## config.mk

```make
export PLATFORM = sky130hd
export DESIGN_NAME = llc_input_arbiter_n
export DESIGN_NICKNAME = d
export VERILOG_FILES = /design/src/rtl/llc_input_arbiter_n.sv
export SDC_FILE = /design/constraint.sdc
export NUM_CORES = 1
export LEC_CHECK = 0
export ABC_AREA = 1
export BUFFER_PORTS_ARGS = -buffer_cell sky130_fd_sc_hd__buf_4
export CORE_MARGIN = 4
export CORE_UTILIZATION = 25
export DETAILED_ROUTE_END_ITERATION = 8
export PLACE_DENSITY = 0.55
export SLEW_MARGIN = 20
export SYNTH_ARGS = -nofsm -noshare
export SYNTH_HDL_FRONTEND = slang
export SYNTH_SLANG_ARGS = --single-unit
```

## constraint.sdc

```tcl
create_clock -name clk -period 3.4 [get_ports clk]
set_clock_uncertainty 0.1 [all_clocks]
set_input_delay 0.34 -clock clk [delete_from_list [all_inputs] [get_ports clk]]
set_output_delay 0.34 -clock clk [all_outputs]
set_load 0.1 [all_outputs]
```

## src/rtl/llc_input_arbiter_n.sv

```systemverilog
// LLC front-end input arbiter: fixed-priority channel select with resume precedence,
// tag/set split and a DEPTH-entry decode FIFO. Define LLC_ARB_STARVE_EN for starvation aging.
module llc_input_arbiter_n #(
  parameter int unsigned NUM_CH     = 4,
  parameter int unsigned DEPTH      = 2,
  parameter int unsigned ADDR_W     = 26,
  parameter int unsigned SET_W      = 8,
  parameter int unsigned STARVE_MAX = 15,
  parameter int unsigned CLR_CH     = 1
) (
  input  logic                          clk,
  input  logic                          rst,
  input  logic [NUM_CH-1:0]             ch_valid,
  input  logic [NUM_CH*ADDR_W-1:0]      ch_addr,
  input  logic [NUM_CH-1:0]             ch_stall,
  output logic [NUM_CH-1:0]             ch_ready,
  input  logic                          resume_valid,
  input  logic [SET_W-1:0]              resume_set,
  input  logic                          stall_active,
  input  logic [ADDR_W-SET_W-1:0]       stall_tag,
  input  logic [SET_W-1:0]              stall_set,
  output logic                          clr_stall,
  output logic                          out_valid,
  output logic                          out_resume,
  output logic [NUM_CH-1:0]             out_ch,
  output logic [ADDR_W-SET_W-1:0]       out_tag,
  output logic [SET_W-1:0]              out_set,
  input  logic                          out_pop,
  output logic                          full,
  output logic [$clog2(DEPTH+1)-1:0]    usage,
  output logic                          idle
);

  localparam int unsigned TAG_W = ADDR_W - SET_W;
  localparam int unsigned USE_W = $clog2(DEPTH + 1);
  localparam int unsigned PTR_W = (DEPTH > 1) ? $clog2(DEPTH) : 1;

  if (STARVE_MAX < 1 || DEPTH < 1 || CLR_CH >= NUM_CH) begin : g_bad_cfg
    $error("llc_input_arbiter_n: invalid parameter set");
  end

  logic [USE_W-1:0]  cnt_q, cnt_d;
  logic [PTR_W-1:0]  rd_q, rd_d, wr_q, wr_d;
  logic              idle_q, idle_d;
  logic              mem_res_q [DEPTH];
  logic [NUM_CH-1:0] mem_ch_q  [DEPTH];
  logic [TAG_W-1:0]  mem_tag_q [DEPTH];
  logic [SET_W-1:0]  mem_set_q [DEPTH];

  logic [NUM_CH-1:0] elig, starved, cand, grant;
  logic [ADDR_W-1:0] gnt_addr;
  logic              push_ok, push, pop, found;

  assign elig    = ch_valid & ~ch_stall;
  assign push_ok = (cnt_q != USE_W'(DEPTH)) || out_pop;

`ifdef LLC_ARB_STARVE_EN
  localparam int unsigned CNT_W = $clog2(STARVE_MAX + 1);
  logic [CNT_W-1:0] age_q [NUM_CH];

  always_comb begin
    starved = '0;
    for (int unsigned i = 0; i < NUM_CH; i++) begin
      starved[i] = elig[i] && (age_q[i] == CNT_W'(STARVE_MAX));
    end
  end

  // Ages also in non-push-capable cycles; any loss of eligibility restarts the count.
  always_ff @(posedge clk) begin
    for (int unsigned i = 0; i < NUM_CH; i++) begin
      if (rst || !elig[i] || grant[i]) begin
        age_q[i] <= '0;
      end else if (age_q[i] != CNT_W'(STARVE_MAX)) begin
        age_q[i] <= age_q[i] + 1'b1;
      end
    end
  end
`else
  assign starved = '0;
`endif

  always_comb begin
    cand     = (|starved) ? starved : elig;
    grant    = '0;
    gnt_addr = '0;
    found    = 1'b0;
    if (push_ok && !resume_valid && !rst) begin
      for (int unsigned i = 0; i < NUM_CH; i++) begin
        if (cand[i] && !found) begin
          grant[i] = 1'b1;
          gnt_addr = ch_addr[i*ADDR_W +: ADDR_W];
          found    = 1'b1;
        end
      end
    end
  end

  assign ch_ready  = grant;
  assign clr_stall = grant[CLR_CH] && stall_active &&
                     (gnt_addr[ADDR_W-1:SET_W] == stall_tag) &&
                     (gnt_addr[SET_W-1:0] == stall_set);

  assign push = push_ok && !rst && (resume_valid || (|grant));
  assign pop  = out_pop && (cnt_q != '0);

  always_comb begin
    cnt_d  = cnt_q + USE_W'(push) - USE_W'(pop);
    rd_d   = rd_q;
    wr_d   = wr_q;
    if (pop)  rd_d = (rd_q == PTR_W'(DEPTH - 1)) ? '0 : rd_q + 1'b1;
    if (push) wr_d = (wr_q == PTR_W'(DEPTH - 1)) ? '0 : wr_q + 1'b1;
    idle_d = (cnt_d == '0) && !resume_valid && !(|elig);
  end

  always_ff @(posedge clk) begin
    if (rst) begin
      cnt_q  <= '0;
      rd_q   <= '0;
      wr_q   <= '0;
      idle_q <= 1'b1;
    end else begin
      cnt_q  <= cnt_d;
      rd_q   <= rd_d;
      wr_q   <= wr_d;
      idle_q <= idle_d;
    end
  end

  always_ff @(posedge clk) begin
    if (push) begin
      mem_res_q[wr_q] <= resume_valid;
      mem_ch_q[wr_q]  <= grant;
      mem_tag_q[wr_q] <= resume_valid ? '0 : gnt_addr[ADDR_W-1:SET_W];
      mem_set_q[wr_q] <= resume_valid ? resume_set : gnt_addr[SET_W-1:0];
    end
  end

  // Head fields are masked when empty so the uninitialised storage never leaks out.
  assign out_valid  = (cnt_q != '0);
  assign out_resume = out_valid && mem_res_q[rd_q];
  assign out_ch     = out_valid ? mem_ch_q[rd_q]  : '0;
  assign out_tag    = out_valid ? mem_tag_q[rd_q] : '0;
  assign out_set    = out_valid ? mem_set_q[rd_q] : '0;
  assign full       = (cnt_q == USE_W'(DEPTH));
  assign usage      = cnt_q;
  assign idle       = idle_q;

endmodule

```

After elaboration in Yosys (flattened, before gate mapping)

Memory sizes are Yosys's and may differ from the RTL's. A register that Yosys moved wholly into a read port is not among the register bits.
Cells that the tools add are included.
Widths: inputs -> output; s select.

Memories kept: 4
Logic and storage cells: 76
Memory bits (writable): 62
Input bits: 151
Output and inout port bits: 41
Register bits after elaboration: 5

Reduce and logical (&&, ||, !) cells: 26
Mux-type cells: 32
Equal/unequal tests: 4
Add/sub/neg operators: 4
Bitwise operators: 2

Memories:

| name      | words | bits a word | rd ports | clocked after Yosys merged registers in | wr ports | line | source |
|---|---|---|---|---|---|---|---|
| mem_tag_q | 2     | 18          | 1        | 1                                       | 1        | 47   | `logic [TAG_W-1:0] mem_tag_q [DEPTH];` |
| mem_set_q | 2     | 8           | 1        | 1                                       | 1        | 48   | `logic [SET_W-1:0] mem_set_q [DEPTH];` |
| mem_ch_q  | 2     | 4           | 1        | 1                                       | 1        | 46   | `logic [NUM_CH-1:0] mem_ch_q [DEPTH];` |
| mem_res_q | 2     | 1           | 1        | 1                                       | 1        | 45   | `logic mem_res_q [DEPTH];` |

Operators with widths:

| cell                | number |
|---|---|
| $mux 26             | 5 |
| $mux 18             | 2 |
| $mux 1              | 21 |
| $eq 18x18->1        | 1 |
| $mux 8              | 2 |
| $logic_and 1x1->1   | 14 |
| $eq 8x8->1          | 1 |
| $mux 4              | 2 |
| $reduce_or 4->1     | 2 |
| $logic_not 1->1     | 6 |
| $and 4x4->4         | 1 |
| $not 4->4           | 1 |
| $add 1x1->1 const B | 2 |
| $add 2x1->2         | 1 |
| $eq 2x2->1 const B  | 1 |
| $logic_not 2->1     | 1 |
| $logic_or 1x1->1    | 2 |
| $ne 2x2->1 const B  | 1 |
| $reduce_bool 2->1   | 1 |
| $sub 2x1->2         | 1 |

Longest topological paths before layout

Gate-level depths: netlist of the first run.

Depth in word-level cells: 25
Gate-level depth with buffers: 16
Gate-level depth less buffers: 15

Least setup slack after synthesis of the first run

OpenSTA, ideal clock, no wires.

Kind: register to output
From: register cnt_q[0] (netlist: usage[0])
To: output port clr_stall
Path buffers: 1
Data required time: 2.960 ns
Data arrival time: 5.425 ns
Slack: -2.465 ns
Cell stages (with the launch flop): 12
Cell sequence: dfxtp_1 -> nor2_1 -> nand2_1 -> nand3_1 -> buf_4 -> nor2_1 -> nand2_1 -> nand3_1 -> nand3_1 -> nor2_1 -> nand3_1 -> nor2_1

Longest elaborated chain between the ends: 8
Elaborated cells on any way between the ends: 11
Those cells by class: 3 x eq/ne; 2 x mux; 6 x reduce/logical

RTL lines:

| element                                                  | line    | source |
|---|---|---|
| start: declaration                                       | 42      | `logic [USE_W-1:0] cnt_q, cnt_d;` |
| start signal: assignment                                 | 122     | `cnt_q <= cnt_d;` |
| $ne 2x2->1 *                                             | 55      | `assign push_ok = (cnt_q != USE_W'(DEPTH)) \|\| out_pop;` |
| $logic_or 1x1->1 *                                       | 55      |  |
| $logic_and 1x1->1 * (2 in a row)                         | 87      | `if (push_ok && !resume_valid && !rst) begin` |
| $mux 26 / $mux 4 (equally long branches)                 | 87      |  |
| $eq 18x18->1 / $logic_and 1x1->1 (equally long branches) | 100, 99 |  |
| $logic_and 1x1->1                                        | 99      | `assign clr_stall = grant[CLR_CH] && stall_active &&` |
| $logic_and 1x1->1 *                                      | 100     | `(gnt_addr[ADDR_W-1:SET_W] == stall_tag) &&` |
| end: declaration                                         | 22      | `output logic clr_stall,` |

Every way passes the cells marked *; elsewhere a longest branch is shown, timed or not.

Worst setup path after layout of the first run

From: input port ch_valid[0]
To: output port clr_stall

Longest elaborated chain between the ends: 18
Elaborated cells on any way between the ends: 25
Those cells by class: 2 x eq/ne; 13 x mux; 1 x bitwise; 9 x reduce/logical

RTL lines:

| element             | line | source |
|---|---|---|
| start: declaration  | 13   | `input logic [NUM_CH-1:0] ch_valid,` |
| $and 4x4->4 *       | 54   | `assign elig = ch_valid & ~ch_stall;` |
| $mux 1              | 89   | `if (cand[i] && !found) begin` |
| $mux 1              | 87   |  |
| $logic_not 1->1     | 89   |  |
| $logic_and 1x1->1   | 89   |  |
| $mux 1              | 89   |  |
| $mux 1              | 87   |  |
| $logic_not 1->1     | 89   |  |
| [... 2 more ...]    | n/a  |  |
| $mux 1              | 87   |  |
| $logic_not 1->1     | 89   |  |
| $logic_and 1x1->1   | 89   |  |
| $mux 26             | 89   |  |
| $mux 26             | 87   |  |
| $eq 18x18->1        | 100  |  |
| $logic_and 1x1->1   | 99   |  |
| $logic_and 1x1->1 * | 100  |  |

Every way passes the cells marked *; elsewhere a longest branch is shown, timed or not. The select of a mux whose other input is x is not followed.

==> results of run 1 <==
sequential cells by signal, summed over array words and instances, names as in the netlist, named ones only:
register / cells
rd_q: 1
wr_q: 1
mem_ch_q: 8
idle: 1
mem_res_q: 2
mem_set_q: 16
usage: 2
mem_tag_q: 36
worst max-delay path by stage:
stage	depth (start not counted)	startpoint	slack (ps)	to
2_1_floorplan	11	usage[0]	20	clr_stall
3_3_place_gp	15	ch_valid[0]	450	clr_stall
3_5_place_dp	15	ch_valid[0]	420	clr_stall
4_1_cts	15	ch_valid[0]	410	clr_stall
5_1_grt	16	ch_stall[0]	240	clr_stall
6_report	15	ch_valid[0]	450	clr_stall
routing by layer:
metal / GRT usage, % / share of wire [%] / vias up
li1: - / - / 2342
met1: 21.2 / 44 / 2011
met2: 25.1 / 47 / 152
met3: 4.34 / 7.3 / 14
met4: 4.84 / 1.7 / 0
met5: 0 / 0 / -
cells in the mapped netlist (all sizes together), types with 3 or more instances:
cell type  number  area share, %
nand2         217             19
nor2          112            9.9
inv            86            7.4
edfxtp         62             43
nand3          49            5.6
a21oi          43            4.9
buf            16            2.6
clkbuf          9           0.77
nand3b          8            1.4
dfxtp           6            2.7
nand4           6            1.2
a21boi          3           0.51
o21ai           3           0.34
critical path: stages:
cell and delay, ps:
buf_4 120, nand2_2 180, nand2_2 100, nor2_4 480, nand2_1 120, nand3_1 170
nand2_1 120, nand2_1 70, nand2_1 50, nor2_1 130, nand2_1 70, nor2_1 80
nand2_1 90, nor2_4 80, buf_4 290
metrics by stage:
step	setup WS, ps	power [mW]	util [%]
after detailed placement	416	3.09	35.3
after global routing	238	4.02	36.8
after floorplan	17.2	2.53	-
final	455	3.83	36.8
after global placement	448	3.09	35.3
after CTS	412	3.87	36.8
area by class of cell:
cell class / instances / area, um^2
repair buffers: 202 / 1540
clock buffers: 11 / 233
clock inverters: 5 / 18.8
well taps: 225 / 282
multi-input cells: 447 / 1960
inverters: 86 / 323
fillers: 1870 / 10900
flip-flops and latches: 68 / 1980
power groups by stage:
stage          sequential (mW)  clock [mW]  combinational (mW)
2_1_floorplan             1.13           0                1.39
3_3_place_gp              1.09           0                2.00
3_5_place_dp              1.09           0                2.00
4_1_cts                   1.07       0.794                2.00
5_1_grt                   1.09       0.834                2.10
6_report                  1.07       0.778                1.98
cells by family after synthesis:
logic type	Yosys count	synth area share [%]
compound gates	50	5.94
xor+xnor	2	0.400
fa+ha+maj	2	0.571
buf+inv	111	10.8
flops	68	45.3
simple gates	393	37.1
==> flow_summary.json, run 1 <==
{
  "io_buffers": 191,
  "p_leak_nw": 3.27,
  "grt_pass1_wl_mm": 24.4,
  "start_util_pct": 25.4,
  "r2r_cells": 8,
  "crit_required_ps": 2960,
  "drc": 0,
  "yosys_register_bits": 68,
  "clk_pin_slew_ps": 50,
  "place_area_mm2": 0.00609,
  "drive_above_1_share_pct": 27.7,
  "reg2reg_from": "usage[0]",
  "grt_usage_pct": 15.9,
  "reg2reg_slack_ps": 1350,
  "grt_pass1_vias": 4514,
  "synthCells": 626,
  "diodes": 0,
  "period_share_pct": 86.6,
  "htreeDepth": 3,
  "wl_per_cell_um": 15.3,
  "clkPwrFrac_pct": 20.3,
  "start_kind": "input port",
  "min_path_cells": 2,
  "tightest_slew_ps": 760,
  "swShare_pct": 49.0,
  "power_frac_seq_pct": 28.0,
  "antenna_found_initial": 0,
  "async_flop_share_pct": 0,
  "power.density_mw_per_mm2": 604,
  "nNetsFinal": 967,
  "power.internal_mw": 1.95,
  "ir_drop_uv": 329,
  "ys_types": 23,
  "hold_buffers": 0,
  "syn-num-nets": 779,
  "holdPathEnd": "usage[0]",
  "clock_latency_ps": 320,
  "ctsResizeCount": 0,
  "finalMaxSlewViolations": 0,
  "dr.pass1.iters": 4,
  "rows": 48,
  "via_per_inst": 4.33,
  "layout_common_cells": "nand2_1 (213), buf_4 (200), nor2_1 (103)",
  "die_h_um": 140,
  "cp-end-kind": "output pin",
  "setup_viol": 0,
  "layout_commonest_cell": "nand2_1",
  "r2r-end": "idle",
  "setup_tns_ps": 0,
  "critical_path_arrival_ps": 2510,
  "clockRootBuffer": "clkbuf_16",
  "final-hold-violation-count": 0,
  "io_pins": 192,
  "crit_fanout": 26,
  "worstHoldPathType": "in -> reg",
  "cts_buffers": 9,
  "netlist_area_mm2": 0.00438,
  "grt_max_degree": 45,
  "ant_nets": 0,
  "worstHoldStart": "rst",
  "synth_edf_count": 62,
  "dpl.hpwl_mm": 12.9,
  "ys_warn_count": 0,
  "dieWidth_um": 140,
  "dieArea_mm2": 0.0197,
  "syn_to_final_growth_pct": 44.7,
  "grt-ovfl-total": 0,
  "cap_violations": 0,
  "fin_hold_ws_ps": 85.0,
  "rsz0062_at_grt": "false",
  "run_status": "complete, no violations",
  "syn_avg_cell_area_um2": 7.00,
  "fp.coreArea_mm2": 0.0172,
  "dominantRegCellSynth": "edfxtp_1",
  "cts_buffer_depth": 2,
  "timing.slew.headroom_pct": 49.3,
  "gp_congestion": 0.836,
  "worstSetupPathType": "in -> out",
  "postCtsSetupBuffers": 0,
  "seq_area_frac_synth_pct": 45.3,
  "p_switching_mw": 1.88,
  "clock.fmax_mhz": 340,
  "cts_tree": "done",
  "clock-sinks": 68,
  "combPwrFrac_pct": 51.7,
  "dp_cells": 1028,
  "layout.cells.non_filler": 1044,
  "vias": 4519,
  "drt-total-wl_mm": 16.0,
  "drt_iter0_drc": 255,
  "fin_area_mm2": 0.00634,
  "finalWorstPathRequiredPeriod_ps": 2950
}
Note: power is estimated with default switching activity, not from simulation.
==> inputs of run 2 (changes only) <==
--- a/config.mk
+++ b/config.mk
@@ -6,7 +6,9 @@
 export NUM_CORES = 1
 export LEC_CHECK = 0
 export ABC_AREA = 1
+export ABC_CLOCK_PERIOD_IN_PS = 3400
 export BUFFER_PORTS_ARGS = -buffer_cell sky130_fd_sc_hd__buf_4
+export CORE_ASPECT_RATIO = 0.75
 export CORE_MARGIN = 4
 export CORE_UTILIZATION = 25
 export DETAILED_ROUTE_END_ITERATION = 8
==> flow_summary.json, run 2 (same netlist as run 1, synthesis figures left out) <==
{
  "worstSetupPathType": "reg -> out",
  "vias": 4558,
  "top_regs": "mem_tag_q x36, mem_set_q x16, mem_ch_q x8",
  "min_path_cells": 2,
  "crit_required_ps": 2960,
  "r2r-end": "idle",
  "setup_viol": 0,
  "largest_register": "mem_tag_q",
  "fin_ws_ps": 298,
  "rsz0062_at_grt": "false",
  "wl_per_cell_um": 16.1,
  "worstPathCellList": "inv_1 -> nor2_4 -> nand2_1 -> nand3_1 -> buf_4 -> buf_4 -> nor2_4 -> nand2_1 -> nand2_1 -> nand2_1 -> nand3_1 -> nor2_1 -> nand3_1 -> nor2_4 -> buf_4",
  "run_status": "complete, no violations",
  "cts_buffer_depth": 2,
  "p_switching_mw": 1.94,
  "ant_nets": 0,
  "ir_drop_uv": 264,
  "dpl_worst_slack_ps": 415,
  "final-hold-violation-count": 0,
  "dpl.hpwl_mm": 13.9,
  "postCtsSetupBuffers": 0,
  "hold_buffers": 0,
  "finalMaxSlewViolations": 0,
  "cts_buffers": 9,
  "diodes": 0,
  "slowest_delay_ps": 360,
  "r2r_cells": 10,
  "ctsResizeCount": 0,
  "grt-ovfl-total": 0,
  "p_leak_nw": 3.31,
  "grt_max_degree": 40,
  "die_h_um": 123,
  "drc": 0,
  "via_per_inst": 4.31,
  "worstHoldStart": "rst",
  "antenna_found_initial": 0,
  "worstHoldPathType": "in -> reg",
  "power.density_mw_per_mm2": 630,
  "setup_tns_ps": 0,
  "period_share_pct": 91.2,
  "clockRootBuffer": "clkbuf_16",
  "io_buffers": 191,
  "gp_congestion": 0.877,
  "layout_common_cells": "nand2_1 (213), buf_4 (204), nor2_1 (103)",
  "finalWorstPathRequiredPeriod_ps": 3100,
  "cts_tree": "done",
  "dr.pass1.iters": 4,
  "power.internal_mw": 2.11,
  "crit_top_cell": "nand2_1",
  "drive_above_1_share_pct": 28.7,
  "clock.fmax_mhz": 322,
  "dieArea_mm2": 0.0197,
  "syn_to_final_growth_pct": 46.7,
  "grt_pass1_wl_mm": 25.9,
  "grt_pass1_vias": 4543,
  "critical_path_arrival_ps": 2660,
  "reg2reg_slack_ps": 1410,
  "io_pins": 192,
  "htreeDepth": 3,
  "clk_pin_slew_ps": 50,
  "nNetsFinal": 970,
  "swShare_pct": 47.9,
  "holdPathEnd": "usage[0]",
  "drt_iter0_drc": 252,
  "power_frac_seq_pct": 26.3,
  "drt-total-wl_mm": 17.0,
  "combPwrFrac_pct": 49.4,
  "timing.slew.headroom_pct": 68.0,
  "crit_path_top_delay_cell": "dfxtp_2",
  "tightest_slew_ps": 480,
  "reg2reg_from": "usage[1]",
  "cap_violations": 0,
  "start_util_pct": 25.8,
  "largest_reg_flops": 36,
  "crit_fanout": 17,
  "grt_usage_pct": 17.3,
  "cp-end-kind": "output pin",
  "fp.coreArea_mm2": 0.0170,
  "clock-sinks": 68,
  "rows": 41,
  "layout_commonest_cell": "nand2_1",
  "start_kind": "flip-flop",
  "clock_latency_ps": 330,
  "clkPwrFrac_pct": 24.3,
  "dieWidth_um": 161
}
==> run 2: changes by cell type in the layout (fill, tap and decap cells not counted), sizes merged <==
cell      delta
clkinvlp     +3
clkbuf       -2
buf          +3
bufinv       +2
clkinv       -3
==> run 2: area by class of cell <==
type / instances / area [um^2]
fillers: 1821 / 10600
repair buffers: 205 / 1550
multi-input cells: 447 / 1960
clock inverters: 7 / 91.3
clock buffers: 9 / 225
flip-flops and latches: 68 / 1980
well taps: 236 / 295
inverters: 86 / 323
==> run 2: metal layers <==
layer	vias up	global-route usage, %	part of all wire (%)	routed length [um]
met1	2008	24.8	49	8300
met4	0	4.37	1.1	193
met3	15	5.24	9.3	1580
li1	2349	-	-	-
met2	186	25.6	41	6950
met5	-	0	0	0
==> run 2: worst max path at each step <==
| stage | start | end | slack [ps] | cells past startpoint |
|---|---|---|---|---|
| after floorplan | usage[0] | clr_stall | 20 | 11 |
| after global placement | ch_stall[0] | clr_stall | 480 | 17 |
| after detailed placement | ch_valid[0] | clr_stall | 420 | 16 |
| after CTS | usage[1] | clr_stall | 250 | 15 |
| after global routing | usage[1] | clr_stall | 70 | 15 |
| final | usage[1] | clr_stall | 300 | 15 |
==> run 2: critical path: cells and delay by family (launching register included) <==
kind | cells | cell delay (ps)
buffers and inverters | 4 | 860
DFF | 1 | 360
and+or+nand+nor | 11 | 1090
==> run 2: power groups by stage <==
stage | Clock (mW) | Sequential, mW | Combinational (mW)
2_1_floorplan | 0 | 1.13 | 1.39
5_1_grt | 1.03 | 1.07 | 2.12
4_1_cts | 0.999 | 1.06 | 2.02
6_report | 0.984 | 1.06 | 2.00
3_3_place_gp | 0 | 1.08 | 2.02
3_5_place_dp | 0 | 1.08 | 2.02
==> run 2: metrics by stage <==
stage / cells / total power, mW / area (um^2) / utilization, % / hold WS, ps
final: 1058 / 4.05 / 6430 / 37.8 / 74.7
after global routing: 1058 / 4.23 / 6430 / 37.8 / 79.9
after CTS: 1058 / 4.09 / 6430 / 37.8 / 65.1
after detailed placement: 1042 / 3.10 / 6110 / 36.0 / 343
after global placement: 1042 / 3.10 / 6110 / 36.0 / 340
after floorplan: 626 / 2.53 / 4400 / - / 304
==> inputs of run 3 (changes only) <==
--- a/config.mk
+++ b/config.mk
@@ -10,9 +10,10 @@
 export BUFFER_PORTS_ARGS = -buffer_cell sky130_fd_sc_hd__buf_4
 export CORE_ASPECT_RATIO = 0.75
 export CORE_MARGIN = 4
-export CORE_UTILIZATION = 25
+export CORE_UTILIZATION = 33
 export DETAILED_ROUTE_END_ITERATION = 8
-export PLACE_DENSITY = 0.55
+export PLACE_DENSITY = 0.66
+export SKIP_CTS_REPAIR_TIMING = 1
 export SLEW_MARGIN = 20
 export SYNTH_ARGS = -nofsm -noshare
 export SYNTH_HDL_FRONTEND = slang
==> flow_summary.json, run 3 (same netlist as run 1, synthesis figures left out) <==
{
  "run_status": "complete, no violations",
  "setup_tns_ps": 0,
  "via_per_inst": 4.53,
  "fp.coreArea_mm2": 0.0130,
  "diodes": 0,
  "period_share_pct": 87.0,
  "cap_violations": 0,
  "grt_usage_pct": 19.3,
  "dieWidth_um": 141,
  "worstHoldPathType": "in -> reg",
  "layout_common_cells": "nand2_1 (213), buf_4 (203), nor2_1 (103)",
  "nNetsFinal": 969,
  "dieArea_mm2": 0.0152,
  "drive_above_1_share_pct": 28.7,
  "grt-ovfl-total": 0,
  "crit_required_ps": 2960,
  "ir_drop_uv": 385,
  "dr.pass1.iters": 5,
  "dpl.hpwl_mm": 11.9,
  "largest_register": "mem_tag_q",
  "fillers": 1339,
  "r2r_cells": 9,
  "clock.fmax_mhz": 338,
  "power.density_mw_per_mm2": 644,
  "die_h_um": 108,
  "top_regs": "mem_tag_q x36, mem_set_q x16, mem_ch_q x8",
  "clk_pin_slew_ps": 60,
  "clockRootBuffer": "clkbuf_16",
  "syn_to_final_growth_pct": 45.5,
  "holdPathEnd": "usage[0]",
  "clock_latency_ps": 320,
  "drc": 0,
  "tightest_slew_ps": 569,
  "worstPathCellList": "inv_1 -> nor2_4 -> nand2_1 -> nand3_1 -> buf_4 -> buf_4 -> nor2_1 -> nand2_1 -> nand2_1 -> nand2_1 -> nor2_1 -> nand2_1 -> nor2_1 -> nand2_1 -> nor2_4 -> buf_4",
  "grt_max_degree": 39,
  "setup_viol": 0,
  "worstHoldStart": "rst",
  "timing.slew.headroom_pct": 62.0,
  "critPathLaunch": "usage[1]",
  "min_path_cells": 2,
  "antenna_found_initial": 0,
  "fin_area_mm2": 0.00637,
  "htreeDepth": 3,
  "slowest_delay_ps": 340,
  "clock-sinks": 68,
  "grt_pass1_wl_mm": 22.7,
  "io_pins": 192,
  "finalWorstPathRequiredPeriod_ps": 2960,
  "vias": 4492,
  "reg2reg_from": "usage[0]",
  "rsz0062_at_grt": "false",
  "finalMaxSlewViolations": 0,
  "post-route-util_pct": 49.1,
  "start_kind": "flip-flop",
  "reg2reg_slack_ps": 1260,
  "start_util_pct": 33.8,
  "cts_tree": "done",
  "critical_path_arrival_ps": 2520,
  "p_leak_nw": 3.32,
  "cts_buffers": 9,
  "seq_area_mm2": 0.00198,
  "rows": 36,
  "ant_nets": 0,
  "grt_pass1_vias": 4223,
  "worstSetupPathType": "reg -> out",
  "largest_reg_flops": 36,
  "io_buffers": 191,
  "multi_input_area_mm2": 0.00196,
  "totalPowerFinal_mw": 4.10,
  "layout_commonest_cell": "nand2_1",
  "crit_fanout": 17,
  "crit_top_cell": "nand2_1",
  "cts_buffer_depth": 2,
  "gp_congestion": 0.853,
  "drt-total-wl_mm": 15.0,
  "wl_per_cell_um": 15.1,
  "drt_iter0_drc": 256,
  "final-hold-violation-count": 0,
  "r2r-end": "idle",
  "crit_path_top_delay_cell": "dfxtp_2",
  "place_area_mm2": 0.00602,
  "cp-end-kind": "output pin"
}
## run 3: cell count changes in the layout (fill, tap and decap cells not counted), sizes merged
cell	change
buf	-1
bufinv	+1
clkinvlp	-2
inv	+1
## run 3: worst max-delay path by stage
stage / endpoint / cells after the start
6_report: clr_stall / 16
4_1_cts: clr_stall / 16
3_3_place_gp: clr_stall / 14
2_1_floorplan: clr_stall / 11
5_1_grt: clr_stall / 16
3_5_place_dp: clr_stall / 14
## run 3: layer usage
metal | track usage (%) | routed length [um] | up-vias
li1 | - | - | 2357
met1 | 28.5 | 7260 | 1982
met2 | 29.1 | 6600 | 146
met3 | 4.44 | 1010 | 7
met4 | 3.32 | 88 | 0
met5 | 0 | 0 | -
## run 3: report_power, final
part	leakage, nW	total, mW	internal, mW	switching, mW
sequential	0.643	1.05	1.02	0.0322
combinational	2.51	1.99	0.449	1.54
clock	0.166	1.07	0.721	0.348
total	3.32	4.10	2.19	1.92
## run 3: cell type report
| type | count | area share, % |
|---|---|---|
| Sequential cell | 68 | 31.2 |
| Multi-Input combinational cell | 447 | 30.7 |
| Timing Repair Buffer | 204 | 24.2 |
| Inverter | 86 | 5.07 |
| Clock buffer | 9 | 3.54 |
| Tap cell | 171 | 3.36 |
| Clock inverter | 7 | 1.94 |
## run 3: per-stage QoR
stage | hold WS [ps] | cells | setup slack [ps]
global placement | 337 | 976 | 529
CTS | 66.2 | 992 | 417
detailed placement | 340 | 976 | 533
global route | 67.9 | 992 | 209
finish | 78.1 | 992 | 443
floorplan | 304 | 626 | 17.2
## run 3: critical path, delay by kind of cell, from the launching register on
family        cells  cell delay, ps
simple gates     12            1030
buf+inv           4             820
flops             1             340
